## src/rtl/sram_ctrl_pkg.sv

```systemverilog
// Shared size codes, controller state encoding and lane count for the SRAM port controller.
package sram_ctrl_pkg;

   localparam int LANES = 4;

   typedef enum logic [1:0] {
      SZ_BYTE = 2'b00,
      SZ_HALF = 2'b01,
      SZ_WORD = 2'b10,
      SZ_ILL  = 2'b11
   } size_t;

   typedef enum logic [1:0] {
      IDLE    = 2'b00,
      ACCESS  = 2'b01,
      CAPTURE = 2'b10,
      ERROR   = 2'b11
   } state_t;

endpackage

```

## src/rtl/sram_lane_align.sv

```systemverilog
// Combinational byte-lane steering: store data/mask replication and load shift/extend.
module sram_lane_align
   import sram_ctrl_pkg::*;
(
   input  logic [1:0]  st_size,
   input  logic [1:0]  st_off,
   input  logic [31:0] wdata,
   output logic [31:0] din,
   output logic [3:0]  wmask,
   input  logic [1:0]  ld_size,
   input  logic [1:0]  ld_off,
   input  logic        ld_unsigned,
   input  logic [31:0] dout,
   output logic [31:0] rdata
);

   logic [31:0] shifted;

   assign shifted = dout >> {ld_off, 3'b000};

   // Store: replicate the narrow datum across all lanes, mask selects the target lane(s)
   always_comb begin
      din   = 32'd0;
      wmask = 4'b0000;
      case (st_size)
         SZ_BYTE: begin
            din   = {4{wdata[7:0]}};
            wmask = 4'b0001 << st_off;
         end
         SZ_HALF: begin
            din   = {2{wdata[15:0]}};
            wmask = 4'b0011 << st_off;
         end
         SZ_WORD: begin
            din   = wdata;
            wmask = 4'b1111;
         end
         default: begin
            din   = 32'd0;
            wmask = 4'b0000;
         end
      endcase
   end

   // Load: right-justify the addressed lane(s), then sign- or zero-extend
   always_comb begin
      rdata = 32'd0;
      case (ld_size)
         SZ_BYTE: rdata = ld_unsigned ? {24'd0, shifted[7:0]}
                                      : {{24{shifted[7]}}, shifted[7:0]};
         SZ_HALF: rdata = ld_unsigned ? {16'd0, shifted[15:0]}
                                      : {{16{shifted[15]}}, shifted[15:0]};
         SZ_WORD: rdata = shifted;
         default: rdata = 32'd0;
      endcase
   end

endmodule

```

## src/rtl/sram_port_ctrl.sv

```systemverilog
// Load/store request to SRAM RW-port sequencer with a fixed two-cycle response strobe.
// Optional SRAM_CTRL_ALIGN_CHECK_EN rejects misaligned half/word accesses instead of force-aligning.
module sram_port_ctrl
   import sram_ctrl_pkg::*;
#(
   parameter int ADDR_WIDTH = 9,
   parameter int DATA_WIDTH = 32
)(
   input  logic                  clk,
   input  logic                  reset,
   input  logic                  req_valid,
   output logic                  req_ready,
   input  logic                  req_we,
   input  logic [1:0]            req_size,
   input  logic                  req_unsigned,
   input  logic [31:0]           req_addr,
   input  logic [DATA_WIDTH-1:0] req_wdata,
   output logic                  rsp_valid,
   output logic [DATA_WIDTH-1:0] rsp_rdata,
   output logic                  rsp_err,
   output logic                  sram_csb,
   output logic                  sram_web,
   output logic [3:0]            sram_wmask,
   output logic [ADDR_WIDTH-1:0] sram_addr,
   output logic [DATA_WIDTH-1:0] sram_din,
   input  logic [DATA_WIDTH-1:0] sram_dout
);

   state_t                  state;
   state_t                  nxt_state;
   logic [1:0]              lat_size;
   logic [1:0]              lat_off;
   logic                    lat_unsigned;
   logic                    lat_we;
   logic [1:0]              eff_off;
   logic                    misalign;
   logic                    out_of_range;
   logic                    bad;
   logic                    accept;
   logic [DATA_WIDTH-1:0]   al_din;
   logic [3:0]              al_wmask;
   logic [DATA_WIDTH-1:0]   al_rdata;
   logic                    nxt_csb;
   logic                    nxt_web;
   logic [3:0]              nxt_wmask;
   logic [ADDR_WIDTH-1:0]   nxt_addr;
   logic [DATA_WIDTH-1:0]   nxt_din;
   logic                    nxt_rsp_valid;
   logic [DATA_WIDTH-1:0]   nxt_rsp_rdata;
   logic                    nxt_rsp_err;

   assign req_ready    = (state == IDLE);
   assign accept       = req_valid && req_ready;
   assign out_of_range = (req_addr >> (ADDR_WIDTH + 2)) != 32'd0;
   assign bad          = (req_size == SZ_ILL) || out_of_range || misalign;

   // Lane offset actually used; misaligned halves/words are pulled down to their natural boundary
   always_comb begin
      eff_off = req_addr[1:0];
      case (req_size)
         SZ_HALF: eff_off = {req_addr[1], 1'b0};
         SZ_WORD: eff_off = 2'b00;
         default: eff_off = req_addr[1:0];
      endcase
`ifdef SRAM_CTRL_ALIGN_CHECK_EN
      misalign = ((req_size == SZ_HALF) && req_addr[0]) ||
                 ((req_size == SZ_WORD) && (req_addr[1:0] != 2'b00));
`else
      misalign = 1'b0;
`endif
   end

   sram_lane_align u_align (
      .st_size     (req_size),
      .st_off      (eff_off),
      .wdata       (req_wdata),
      .din         (al_din),
      .wmask       (al_wmask),
      .ld_size     (lat_size),
      .ld_off      (lat_off),
      .ld_unsigned (lat_unsigned),
      .dout        (sram_dout),
      .rdata       (al_rdata)
   );

   // State register
   always_ff @(posedge clk or posedge reset) begin
      if (reset) begin
         state <= IDLE;
      end else begin
         state <= nxt_state;
      end
   end

   // Request attributes held for the load-data capture two cycles later
   always_ff @(posedge clk or posedge reset) begin
      if (reset) begin
         lat_size     <= 2'b00;
         lat_off      <= 2'b00;
         lat_unsigned <= 1'b0;
         lat_we       <= 1'b0;
      end else if (accept) begin
         lat_size     <= req_size;
         lat_off      <= eff_off;
         lat_unsigned <= req_unsigned;
         lat_we       <= req_we;
      end
   end

   // Next state plus next values for every registered output
   always_comb begin
      nxt_state     = state;
      nxt_csb       = sram_csb;
      nxt_web       = sram_web;
      nxt_wmask     = sram_wmask;
      nxt_addr      = sram_addr;
      nxt_din       = sram_din;
      nxt_rsp_valid = 1'b0;
      nxt_rsp_rdata = {DATA_WIDTH{1'b0}};
      nxt_rsp_err   = 1'b0;
      case (state)
         IDLE: begin
            if (req_valid && bad) begin
               nxt_state = ERROR;
            end else if (req_valid) begin
               nxt_state = ACCESS;
               nxt_csb   = 1'b0;
               nxt_web   = ~req_we;
               nxt_wmask = req_we ? al_wmask : 4'b0000;
               nxt_addr  = req_addr[ADDR_WIDTH+1:2];
               nxt_din   = al_din;
            end else begin
               nxt_state = IDLE;
            end
         end
         ACCESS: begin
            nxt_state = CAPTURE;
            nxt_csb   = 1'b1;
            nxt_web   = 1'b1;
            nxt_wmask = 4'b0000;
         end
         CAPTURE: begin
            nxt_state     = IDLE;
            nxt_rsp_valid = 1'b1;
            nxt_rsp_rdata = lat_we ? {DATA_WIDTH{1'b0}} : al_rdata;
         end
         ERROR: begin
            nxt_state     = IDLE;
            nxt_rsp_valid = 1'b1;
            nxt_rsp_err   = 1'b1;
         end
         default: begin
            nxt_state = IDLE;
            nxt_csb   = 1'b1;
            nxt_web   = 1'b1;
            nxt_wmask = 4'b0000;
         end
      endcase
   end

   // Registered SRAM pins and response strobe
   always_ff @(posedge clk or posedge reset) begin
      if (reset) begin
         sram_csb   <= 1'b1;
         sram_web   <= 1'b1;
         sram_wmask <= 4'b0000;
         sram_addr  <= {ADDR_WIDTH{1'b0}};
         sram_din   <= {DATA_WIDTH{1'b0}};
         rsp_valid  <= 1'b0;
         rsp_rdata  <= {DATA_WIDTH{1'b0}};
         rsp_err    <= 1'b0;
      end else begin
         sram_csb   <= nxt_csb;
         sram_web   <= nxt_web;
         sram_wmask <= nxt_wmask;
         sram_addr  <= nxt_addr;
         sram_din   <= nxt_din;
         rsp_valid  <= nxt_rsp_valid;
         rsp_rdata  <= nxt_rsp_rdata;
         rsp_err    <= nxt_rsp_err;
      end
   end

endmodule

```

## config.mk

```make
export PLATFORM = sky130hd
export DESIGN_NAME = sram_port_ctrl
export DESIGN_NICKNAME = d
export VERILOG_FILES = /design/src/rtl/sram_ctrl_pkg.sv /design/src/rtl/sram_lane_align.sv /design/src/rtl/sram_port_ctrl.sv
export SDC_FILE = /design/constraint.sdc
export NUM_CORES = 1
export LEC_CHECK = 0
export CAP_MARGIN = 5
export CORE_MARGIN = 2
export CORE_UTILIZATION = 46
export DETAILED_ROUTE_END_ITERATION = 10
export PLACE_DENSITY_LB_ADDON = 0.12
export SLEW_MARGIN = 20
export SYNTH_ARGS = -nofsm -noshare
export SYNTH_HDL_FRONTEND = slang
export SYNTH_SLANG_ARGS = --single-unit
```

## constraint.sdc

```tcl
create_clock -name clk -period 5.3 [get_ports clk]
set_input_delay 1.06 -clock clk [delete_from_list [all_inputs] [get_ports clk]]
set_output_delay 1.06 -clock clk [all_outputs]
set_load 0.03 [all_outputs]
```

== After elaboration in Yosys (flattened, before gate mapping) ==
Cells that the tools add are included.

* Register bits after elaboration: 89
* Bits of input ports: 103
* Word-level logic and storage cells: 62

* Equality and inequality tests: 10
* Shift operators: 3
* Multiplexer cells: 23
* Bitwise logic cells: 2
* Reduce and logical (&&, ||, !) cells: 11

{| class="wikitable"
|+ Operators with widths
! operator !! count
|-
| case mux 32 bit (3 select lines) || 2
|-
| two-way mux 32 bit || 4
|-
| nonzero test 32 bit || 1
|-
| right shift 32 x 5 -> 32 bit || 1
|-
| two-way mux 4 bit || 3
|-
| case mux 4 bit (3 select lines) || 1
|-
| == test 2 bit (second input constant) || 5
|-
| case mux 4 bit (2 select lines) || 1
|-
| two-way mux 1 bit || 7
|-
| == test 2 x 1 -> 1 bit (second input constant) || 3
|-
| logical NOT 2 bit || 3
|-
| case mux 2 bit (3 select lines) || 1
|-
| AND reduction 3 bit || 2
|-
| != test 2 bit (second input constant) || 2
|-
| case mux 1 bit (2 select lines) || 2
|-
| case mux 2 bit (2 select lines) || 1
|-
| << shifter 1 x 2 -> 4 bit (first input constant) || 1
|-
| << shifter 2 x 2 -> 4 bit (first input constant) || 1
|-
| logical AND 1 bit || 2
|-
| two-way mux 2 bit || 1
|-
| NOT 1 bit || 2
|-
| nonzero test 2 bit || 1
|-
| OR reduction 2 bit || 1
|-
| logical OR 1 bit || 1
|}

== Depth between registers and ports, before layout ==
Gate-level depths: netlist of run 1.

* Depth in word-level cells: 8
* Gate-level depth with buffers: 8
* Gate-level depth less buffers: 6

== Hierarchy ==
A second synthesis of run 1 with hierarchy kept.

* Cells, all modules: 419
* Area total of the unflattened synthesis: 4,689.5 um^2

{| class="wikitable"
|+ Modules (own cells, without submodules)
! module !! times used !! cells an instance !! area an instance (um^2)
|-
| sram_port_ctrl || 1 || 233 || 3,330.7
|-
| sram_lane_align || 1 || 186 || 1,358.8
|}

== Least setup slack after synthesis of run 1 ==
OpenSTA, ideal clock, no wires.

* Path type: input -> register
* Start point: input port req_addr[12]
* End point: register sram_din[10]
* Library setup time: 0.125 ns
* Data arrival time: 2.554 ns
* Required time: 5.175 ns
* Setup slack: 2.621 ns
* Cell stages on the path: 4
* Buffers on the path: 1
* Cells stage by stage: or4_4 -> nor4_4 -> buf_6 -> mux2_2

* Word-level cells in the longest chain between the ends: 5

{| class="wikitable"
|+ RTL lines
! element !! line !! RTL
|-
| start, declared || sram_port_ctrl.sv:16 || <nowiki>input logic [31:0] req_addr,</nowiki>
|-
| nonzero test 32 bit || sram_port_ctrl.sv:54 || <nowiki>assign out_of_range = (req_addr >> (ADDR_WIDTH + 2)) != 32'd0;</nowiki>
|-
| logical OR 1 bit || sram_port_ctrl.sv:55 || <nowiki>assign bad = (req_size == SZ_ILL) || out_of_range || misalign;</nowiki>
|-
| logical AND 1 bit || sram_port_ctrl.sv:123 || <nowiki>if (req_valid && bad) begin</nowiki>
|-
| NOT 1 bit (no line) || n/a ||
|-
| AND reduction 3 bit (no line) || n/a ||
|-
| end signal, assigned || sram_port_ctrl.sv:168 || <nowiki>sram_din <= {DATA_WIDTH{1'b0}};</nowiki>
|-
| end signal, assigned || sram_port_ctrl.sv:177 || <nowiki>sram_din <= nxt_din;</nowiki>
|-
| end, declared || sram_port_ctrl.sv:25 || <nowiki>output logic [DATA_WIDTH-1:0] sram_din,</nowiki>
|}

Every way passes these cells.
A chain may end at the register's enable or synchronous reset.

== Final worst setup path of run 1 ==
* Start point: input port req_size[1]
* End point: register sram_addr[6]

* Word-level cells in the longest chain between the ends: 5

{| class="wikitable"
|+ RTL lines
! element !! line !! RTL
|-
| start, declared || sram_port_ctrl.sv:14 || <nowiki>input logic [1:0] req_size,</nowiki>
|-
| == test 2 bit || sram_port_ctrl.sv:55 ||
|-
| logical OR 1 bit || sram_port_ctrl.sv:55 ||
|-
| logical AND 1 bit || sram_port_ctrl.sv:123 ||
|-
| NOT 1 bit (no line) || n/a ||
|-
| AND reduction 3 bit (no line) || n/a ||
|-
| end signal, assigned || sram_port_ctrl.sv:167 || <nowiki>sram_addr <= {ADDR_WIDTH{1'b0}};</nowiki>
|-
| end signal, assigned || sram_port_ctrl.sv:176 || <nowiki>sram_addr <= nxt_addr;</nowiki>
|-
| end, declared || sram_port_ctrl.sv:24 || <nowiki>output logic [ADDR_WIDTH-1:0] sram_addr,</nowiki>
|}

Every way passes these cells.

==> results of run 1 <==
## worst register-to-register path, delay by kind of cell (launching register included)
kind	cells	cell delay, ps
flops	1	710
compound gates	1	260
mux	1	260
buf+inv	1	600
simple gates	1	520
## per-stage QoR
stage	utilization	total power, mW	setup slack [ps]	instances
2_1_floorplan	-	1.05	1940	422
3_3_place_gp	0.680	1.24	1750	709
3_5_place_dp	0.681	1.25	1690	709
4_1_cts	0.702	1.71	2100	725
5_1_grt	0.702	1.78	1950	725
6_report	0.702	1.70	2100	725
## cell type report
class | count | area (µm²)
Clock buffer | 9 | 124
Clock inverter | 7 | 70.1
Fill cell | 702 | 2750
Inverter | 16 | 61.3
Multi-Input combinational cell | 288 | 1980
Sequential cell | 89 | 2230
Tap cell | 129 | 161
Timing Repair Buffer | 187 | 1860
## logic make-up (layout without fill, tap and decap cells)
| family | Yosys count | in the layout | share of synthesized area |
|---|---|---|---|
| buffers and inverters | 45 | 219 | 0.0461 |
| AO/OA/AOI/OAI | 87 | 87 | 0.116 |
| AND/OR/NAND/NOR | 120 | 120 | 0.131 |
| multiplexers | 76 | 76 | 0.186 |
| flip-flops | 89 | 89 | 0.507 |
| adder cells (fa/ha/maj) | 5 | 5 | 0.0142 |
## final timing paths
path                                   from       endpoint  slack [ps]  cells past startpoint
min in group asynchronous             reset   sram_addr[2]        1130                      2
max in group asynchronous             reset       sram_web        3130                      3
worst max register to register   lat_off[1]  rsp_rdata[11]        2870                      4
worst min-delay path               sram_csb       sram_csb         500                      2
worst max-delay path            req_size[1]   sram_addr[6]        2100                      7
worst min register to register     sram_csb       sram_csb         500                      2
## routing by layer
layer | part of all wire | vias up | global-route usage
li1 | - | 1797 | -
met1 | 0.44 | 1811 | 0.313
met2 | 0.48 | 145 | 0.380
met3 | 0.064 | 19 | 0.0386
met4 | 0.016 | 0 | 0.0852
met5 | 0 | - | 0
## power by group through the flow
stage                     Combinational [mW]  Clock (mW)  Sequential [mW]
after CTS                              0.485       0.476            0.752
final                                  0.485       0.464            0.752
after global routing                   0.529       0.497            0.759
after detailed placement               0.483           0            0.766
after floorplan                        0.241           0            0.808
after global placement                 0.475           0            0.764
## cells in the mapped netlist, drive strengths merged (3+ instances only)
cell type | count | area, µm²
nand2 | 57 | 214
inv | 15 | 56.3
nand2b | 7 | 43.8
nand3 | 3 | 15.0
o21ai | 16 | 80.1
and2 | 7 | 43.8
nor4 | 7 | 73.8
dfrtp | 87 | 2180
mux2 | 45 | 507
a21oi | 41 | 205
clkbuf | 20 | 75.1
buf | 9 | 67.6
a22oi | 16 | 120
a211oi | 7 | 52.6
nor2 | 28 | 105
ha | 5 | 62.6
mux2i | 31 | 310
## flip-flops by register name, summed over array words and instances, names as in the netlist
signal and cells:
rsp_rdata 32, sram_din 32, sram_addr 9, sram_wmask 4
lat_off 2, lat_size 2, state 2, lat_unsigned 1
lat_we 1, rsp_err 1, rsp_valid 1, sram_csb 1
sram_web 1
==> flow_metrics.env, run 1 <==
export IMPL_crit_chain="clkdlybuf4s50_1, ha_1, nor4_1, nand2_1, nor4_4, buf_4, mux2_2"
export IMPL_hp_class="flop to flop"
export IMPL_drcViolationCount=0
export IMPL_h_tree_depth=3
export IMPL_synth_nets=530
export IMPL_tns_ps=0
export IMPL_initial_utilization=0.476
export IMPL_synth_distinct_cells=37
export IMPL_port_buffers=184
export IMPL_hpwlAfterDp_mm=8.62
export IMPL_final_hold_violation_count=0
export IMPL_cpPeakStageDelay_ps=530
export IMPL_period_share=0.604
export IMPL_p_int_mw=1.12
export IMPL_clock_latency_ps=370
export IMPL_fin_crit_ps=3200
export IMPL_cts_buffer_depth=2
export IMPL_syn_area_mm2=0.00440
export IMPL_p_sw_mw=0.579
export IMPL_ys_seq_area_frac=0.507
export IMPL_cp_top_family="buffers and inverters"
export IMPL_seqPwrFrac=0.442
export IMPL_rows=35
export IMPL_crit_required_ps=5560
export IMPL_clkTransAtPathRegs_ps=110
export IMPL_gp_congestion=0.865
export IMPL_drv_slew=0
export IMPL_mostFrequentLayoutCell="clkdlybuf4s50_1"
export IMPL_num_vias=3772
export IMPL_slew_headroom=0.415
export IMPL_syn_inst=422
export IMPL_avgSynthCellArea_um2=10.4
export IMPL_stdcell_area_mm2=0.00649
export IMPL_antenna_found_initial=0
export IMPL_swShare=0.340
export IMPL_maxCapViolCount=0
export IMPL_yosys_warnings=0
export IMPL_skew_ps=12.4
export IMPL_grt_max_degree=48
export IMPL_clkPwrFrac=0.273
export IMPL_crit_arrival_ps=3460
export IMPL_drtPass1Iterations=5
export IMPL_rsz0062_at_grt="no"
export IMPL_top_level_ports=185
export IMPL_post_dp_cell_area_mm2=0.00629
export IMPL_fmax_ghz=0.313
export IMPL_worstSetupPathType="input pin to flop"
export IMPL_leakagePower_nw=2.80
export IMPL_synthArstFlopShare=1.00
export IMPL_ant_nets=0
export IMPL_power_density_mw_per_mm2=262
export IMPL_cts_root_buffer="clkbuf_8"
export IMPL_die_area_mm2=0.0104
export IMPL_critPathLaunchType="input pin"
export IMPL_first_global_vias=3736
export IMPL_grt_pass1_wl_mm=18.8
export IMPL_die_h_um=102
export IMPL_cp_max_fo=41
export IMPL_postCtsSetupBuffers=0
export IMPL_numCtsBuffers=9
export IMPL_drtIter0Drc=141
export IMPL_finalSetupViolCount=0
export IMPL_viasPerCell=5.20
export IMPL_ys_flop_type="dfrtp_1"
export IMPL_wirelength_mm=11.8
export IMPL_post_drt_wl_per_cell_um=16.3
export IMPL_area_growth_pct=47.5
export IMPL_critPathCaptureType="flop"
export IMPL_hold_ws_ps=498
export IMPL_synth_seq_cells=89
export IMPL_core_area_mm2=0.00924
export IMPL_status="finished clean"
export IMPL_cts_sinks=89
export IMPL_synth_edff_count=0
export IMPL_postCtsHoldBufs=0
export IMPL_antennaDiodeCount=0
export IMPL_ir_drop_mv=0.177
export IMPL_grt_usage=0.233
export IMPL_drive_gt1_frac=0.126
export IMPL_p_comb_frac=0.285
export IMPL_globalRouteOverflowTotal=0
export IMPL_cts_resized=0
export IMPL_final_cell_mix="clkdlybuf4s50_1, dfrtp_1, nand2_1"
export IMPL_critPathBufInv=2
export IMPL_cts_tree="built"
export IMPL_worst_pin_slew_ps=877
export IMPL_die_w_um=102
export IMPL_nets=699
export IMPL_crit_path_top_delay_cell="clkdlybuf4s50_1"
Note: power is estimated with default switching activity, not from simulation.
==> inputs of run 2 (changes only) <==
CORE_UTILIZATION = 39   (was 46)
clock period = 2.8 ns   (was 5.3 ns; I/O delays follow)
==> flow_metrics.env, run 2 (synthesis gave the netlist of run 1 again) <==
export IMPL_cts_tree="built"
export IMPL_worst_pin_slew_ps=628
export IMPL_multiInputGateArea_mm2=0.00197
export IMPL_skew_ps=5.84
export IMPL_maxCapViolCount=0
export IMPL_ir_drop_mv=0.306
export IMPL_clkTransAtPathRegs_ps=60
export IMPL_core_area_mm2=0.0109
export IMPL_crit_path_start="req_size[0]"
export IMPL_route_met2_wl_mm=5.58
export IMPL_cp_max_fo=41
export IMPL_critPathBufInv=2
export IMPL_nets=715
export IMPL_leakagePower_nw=2.93
export IMPL_worstSetupPathType="input pin to flop"
export IMPL_die_h_um=110
export IMPL_tns_ps=0
export IMPL_viasPerCell=5.05
export IMPL_clock_latency_ps=340
export IMPL_initial_utilization=0.402
export IMPL_seq_area_mm2=0.00223
export IMPL_drcViolationCount=0
export IMPL_antenna_found_initial=0
export IMPL_grt_pass1_wl_mm=18.7
export IMPL_area_growth_pct=53.6
export IMPL_port_buffers=184
export IMPL_timing_rr_start="lat_off[1]"
export IMPL_ant_nets=0
export IMPL_path_depth=7
export IMPL_reg2reg_to="rsp_rdata[10]"
export IMPL_hpwlAfterDp_mm=8.78
export IMPL_critPathLaunchType="input pin"
export IMPL_drtPass1Iterations=4
export IMPL_rrSetupSlack_ps=780
export IMPL_wirelength_mm=12.0
export IMPL_crit_arrival_ps=2530
export IMPL_top_level_ports=185
export IMPL_cp_endpoint="sram_addr[5]"
export IMPL_fill_cells=921
export IMPL_final_hold_violation_count=0
export IMPL_drtIter0Drc=109
export IMPL_finalSetupViolCount=0
export IMPL_cts_buffer_depth=2
export IMPL_fin_crit_ps=2310
export IMPL_reg_top3="rsp_rdata: 32 flops, sram_din: 32 flops, sram_addr: 9 flops"
export IMPL_fmax_ghz=0.433
export IMPL_hp_class="flop to flop"
export IMPL_crit_chain="clkdlybuf4s50_1, ha_1, nor4_1, nand2_1, nor4_4, buf_12, mux2_2"
export IMPL_power_density_mw_per_mm2=539
export IMPL_post_dp_cell_area_mm2=0.00644
export IMPL_dr_wl_met3_um=765
export IMPL_num_vias=3792
export IMPL_grt_usage=0.201
export IMPL_cp_top_family="buffers and inverters"
export IMPL_gp_congestion=0.820
export IMPL_top_layer="met4"
export IMPL_rows=38
export IMPL_wl_met1_mm=5.40
export IMPL_crit_required_ps=3010
export IMPL_rsz0062_at_grt="no"
export IMPL_crit_path_top_delay_cell="clkdlybuf4s50_1"
export IMPL_numCtsBuffers=9
export IMPL_period_share=0.825
export IMPL_cts_sinks=89
export IMPL_drive_gt1_frac=0.142
export IMPL_cpPeakStageDelay_ps=430
export IMPL_drv_slew=0
export IMPL_mostFrequentLayoutCell="clkdlybuf4s50_1"
export IMPL_final_cell_mix="clkdlybuf4s50_1, dfrtp_1, nand2_1"
export IMPL_grt_max_degree=49
export IMPL_first_global_vias=3875
export IMPL_worstRegToRegCells=5
export IMPL_slew_headroom=0.581
export IMPL_antennaDiodeCount=0
export IMPL_die_w_um=110
export IMPL_h_tree_depth=3
export IMPL_post_drt_wl_per_cell_um=16.0
export IMPL_critPathCaptureType="flop"
export IMPL_stdcell_area_mm2=0.00675
export IMPL_status="finished clean"
export IMPL_globalRouteOverflowTotal=0
export IMPL_cts_resized=0
export IMPL_postCtsHoldBufs=0
export IMPL_postCtsSetupBuffers=0
export IMPL_cts_root_buffer="clkbuf_16"
export IMPL_die_area_mm2=0.0121
-- run 2: cell types whose count changed in the layout (fill, tap and decap cells not counted), sizes merged --
cell / before / now
clkinvlp: 1 / 2
clkinv: 4 / 3
bufinv: 0 / 2
inv: 18 / 14
clkbuf: 9 / 10
buf: 3 / 19
-- run 2: routing by layer --
| metal | GRT usage | up-vias |
|---|---|---|
| met5 | 0 | - |
| met4 | 0.0804 | 0 |
| met3 | 0.0335 | 17 |
| met2 | 0.330 | 140 |
| met1 | 0.265 | 1802 |
| li1 | - | 1833 |
-- run 2: metrics by stage --
step	setup slack [ps]	util	power, mW	instances	hold WS, ps
global placement	173	0.589	2.38	736	478
CTS	489	0.618	3.67	751	497
floorplan	582	-	1.99	422	480
detailed placement	137	0.589	2.40	736	482
global route	401	0.618	3.81	751	518
finish	489	0.618	3.64	751	489
-- run 2: how the worst min path moves through the flow --
stage / slack [ps] / start / cells past startpoint / to
after floorplan: 480 / lat_we / 1 / lat_we
after global placement: 480 / state[1] / 0 / rsp_valid
after detailed placement: 480 / state[1] / 0 / rsp_valid
after CTS: 500 / sram_csb / 2 / sram_csb
after global routing: 520 / sram_csb / 2 / sram_csb
final: 490 / sram_csb / 2 / sram_csb
-- run 2: worst register-to-register path, cell delays in order (launching register included) --
cell and delay (ps):
dfrtp_1 700, clkinv_1 130, buf_4 220, mux2i_1 160, or3_1 520, a21oi_1 210
-- run 2: final cells by class --
cell class,count,area share
clock buffers,10,0.0339
clock inverters,5,0.0120
inverters,16,0.00945
multi-input cells,288,0.291
flip-flops and latches,89,0.330
well taps,140,0.0259
repair buffers,203,0.298
-- run 2: where the power goes --
part | switching [mW] | internal (mW)
clock network | 0.492 | 0.777
registers | 0.0640 | 1.37
logic | 0.504 | 0.437
==> inputs of run 3 (changes only) <==
clock period = 2.02 ns   (was 2.8 ns; I/O delays follow)
==> flow_metrics.env, run 3 (synthesis gave the netlist of run 1 again) <==
export IMPL_hold_ws_ps=487
export IMPL_cts_tree="built"
export IMPL_gp_congestion=0.834
export IMPL_top_level_ports=185
export IMPL_clkTransAtPathRegs_ps=70
export IMPL_first_global_vias=3969
export IMPL_skew_ps=7.50
export IMPL_grt_usage=0.217
export IMPL_antennaDiodeCount=0
export IMPL_post_route_util=0.644
export IMPL_leakagePower_nw=3.10
export IMPL_cts_buffer_depth=2
export IMPL_drtIter0Drc=194
export IMPL_worstSetupPathType="input pin to flop"
export IMPL_holdCritStartpoint="state[1]"
export IMPL_grt_pass1_wl_mm=20.1
export IMPL_port_buffers=184
export IMPL_hp_class="flop to flop"
export IMPL_drv_slew=0
export IMPL_grt_max_degree=90
export IMPL_fin_cells=770
export IMPL_initial_utilization=0.402
export IMPL_final_cell_mix="clkdlybuf4s50_1, dfrtp_1, nand2_1"
export IMPL_period_share=0.982
export IMPL_num_vias=3976
export IMPL_wirelength_mm=13.0
export IMPL_nets=733
export IMPL_post_drt_wl_per_cell_um=16.9
export IMPL_crit_required_ps=2250
export IMPL_crit_path_start="req_addr[29]"
export IMPL_final_hold_violation_count=0
export IMPL_h_tree_depth=3
export IMPL_area_growth_pct=60.0
export IMPL_fill_cells=925
export IMPL_core_area_mm2=0.0109
export IMPL_critPathCaptureType="flop"
export IMPL_cts_sinks=89
export IMPL_die_w_um=110
export IMPL_crit_arrival_ps=2210
export IMPL_rows=38
export IMPL_stdcell_area_mm2=0.00704
export IMPL_power_density_mw_per_mm2=691
export IMPL_die_area_mm2=0.0121
export IMPL_dp_cells=742
export IMPL_reg_top3="rsp_rdata: 32 flops, sram_din: 32 flops, sram_addr: 9 flops"
export IMPL_maxCapViolCount=0
export IMPL_ir_drop_mv=0.400
export IMPL_layout_setup_ws_ps=36.5
export IMPL_timing_rr_start="state[0]"
export IMPL_drive_gt1_frac=0.181
export IMPL_mostFrequentLayoutCell="clkdlybuf4s50_1"
export IMPL_numCtsBuffers=9
export IMPL_fmax_ghz=0.504
export IMPL_status="finished clean"
export IMPL_drcViolationCount=0
export IMPL_tns_ps=0
export IMPL_fin_crit_ps=1980
export IMPL_antenna_found_initial=0
export IMPL_cp_max_fo=5
export IMPL_ant_nets=0
export IMPL_worst_pin_slew_ps=545
export IMPL_post_dp_cell_area_mm2=0.00651
export IMPL_power_mw=4.86
export IMPL_clock_latency_ps=340
export IMPL_slew_headroom=0.636
export IMPL_critPathLaunchType="input pin"
export IMPL_die_h_um=110
export IMPL_pre_cts_slack_ps=-452
export IMPL_viasPerCell=5.16
export IMPL_cts_root_buffer="clkbuf_16"
export IMPL_globalRouteOverflowTotal=0
export IMPL_drtPass1Iterations=4
export IMPL_finalSetupViolCount=0
export IMPL_hpwlAfterDp_mm=8.79
run 3: changes by cell type in the layout (fill, tap and decap cells not counted), moves of 3 or more:
cell             change
dlygate4sd2_1       +10
dlymetal6s2s_1       +4
nor4_2               +3
buf_6                +5
buf_16               +3
clkdlybuf4s15_1      +5
clkdlybuf4s50_1     -20
mux2_4              +15
nor4_1               -3
mux2_2              -15
buf_4                +8
run 3: area by class of cell:
type	instances	area, µm²	share of cell area
clock buffer	12	246	0.0350
clock inverter	4	28.8	0.00409
inverter	16	63.8	0.00907
multi-input combinational	288	2060	0.292
sequential	89	2230	0.317
tap	140	175	0.0249
timing repair buffer	221	2240	0.318
run 3: critical path, stage by stage:
cell           delay, ps
dlygate4sd2_1        260
nor4_2               340
nand3_2              150
nor4_4               230
buf_4                170
buf_6                110
buf_6                110
buf_6                130
mux2_4               300
run 3: worst paths after layout:
| check | slack [ps] | cells past startpoint | to |
|---|---|---|---|
| setup / recovery | 40 | 9 | sram_din[14] |
| hold / removal | 490 | 0 | rsp_valid |
| setup reg to reg | 110 | 8 | sram_din[14] |
| hold reg to reg | 490 | 0 | rsp_valid |
| max in group asynchronous | 1080 | 3 | state[1] |
| min in group asynchronous | 550 | 3 | sram_addr[8] |
run 3: where the power goes:
part / internal [mW] / switching [mW]
Combinational: 0.609 / 0.732
Clock: 0.868 / 0.687
Sequential: 1.89 / 0.0714
Total: 3.37 / 1.49
run 3: repair_timing:
action	CTS	global route
hold buffers	0	0
setup buffers	8	0
cloned	5	0
pin swaps	8	7
setup endpoints to repair	41	40
resized for setup	38	21
run 3: routing by layer:
layer,track usage,share of wire,wire length (µm),vias up
li1,-,-,-,1873
met1,0.292,0.44,5710,1941
met2,0.345,0.47,6160,138
met3,0.0353,0.063,827,24
met4,0.0973,0.026,338,0
met5,0,0,0,-
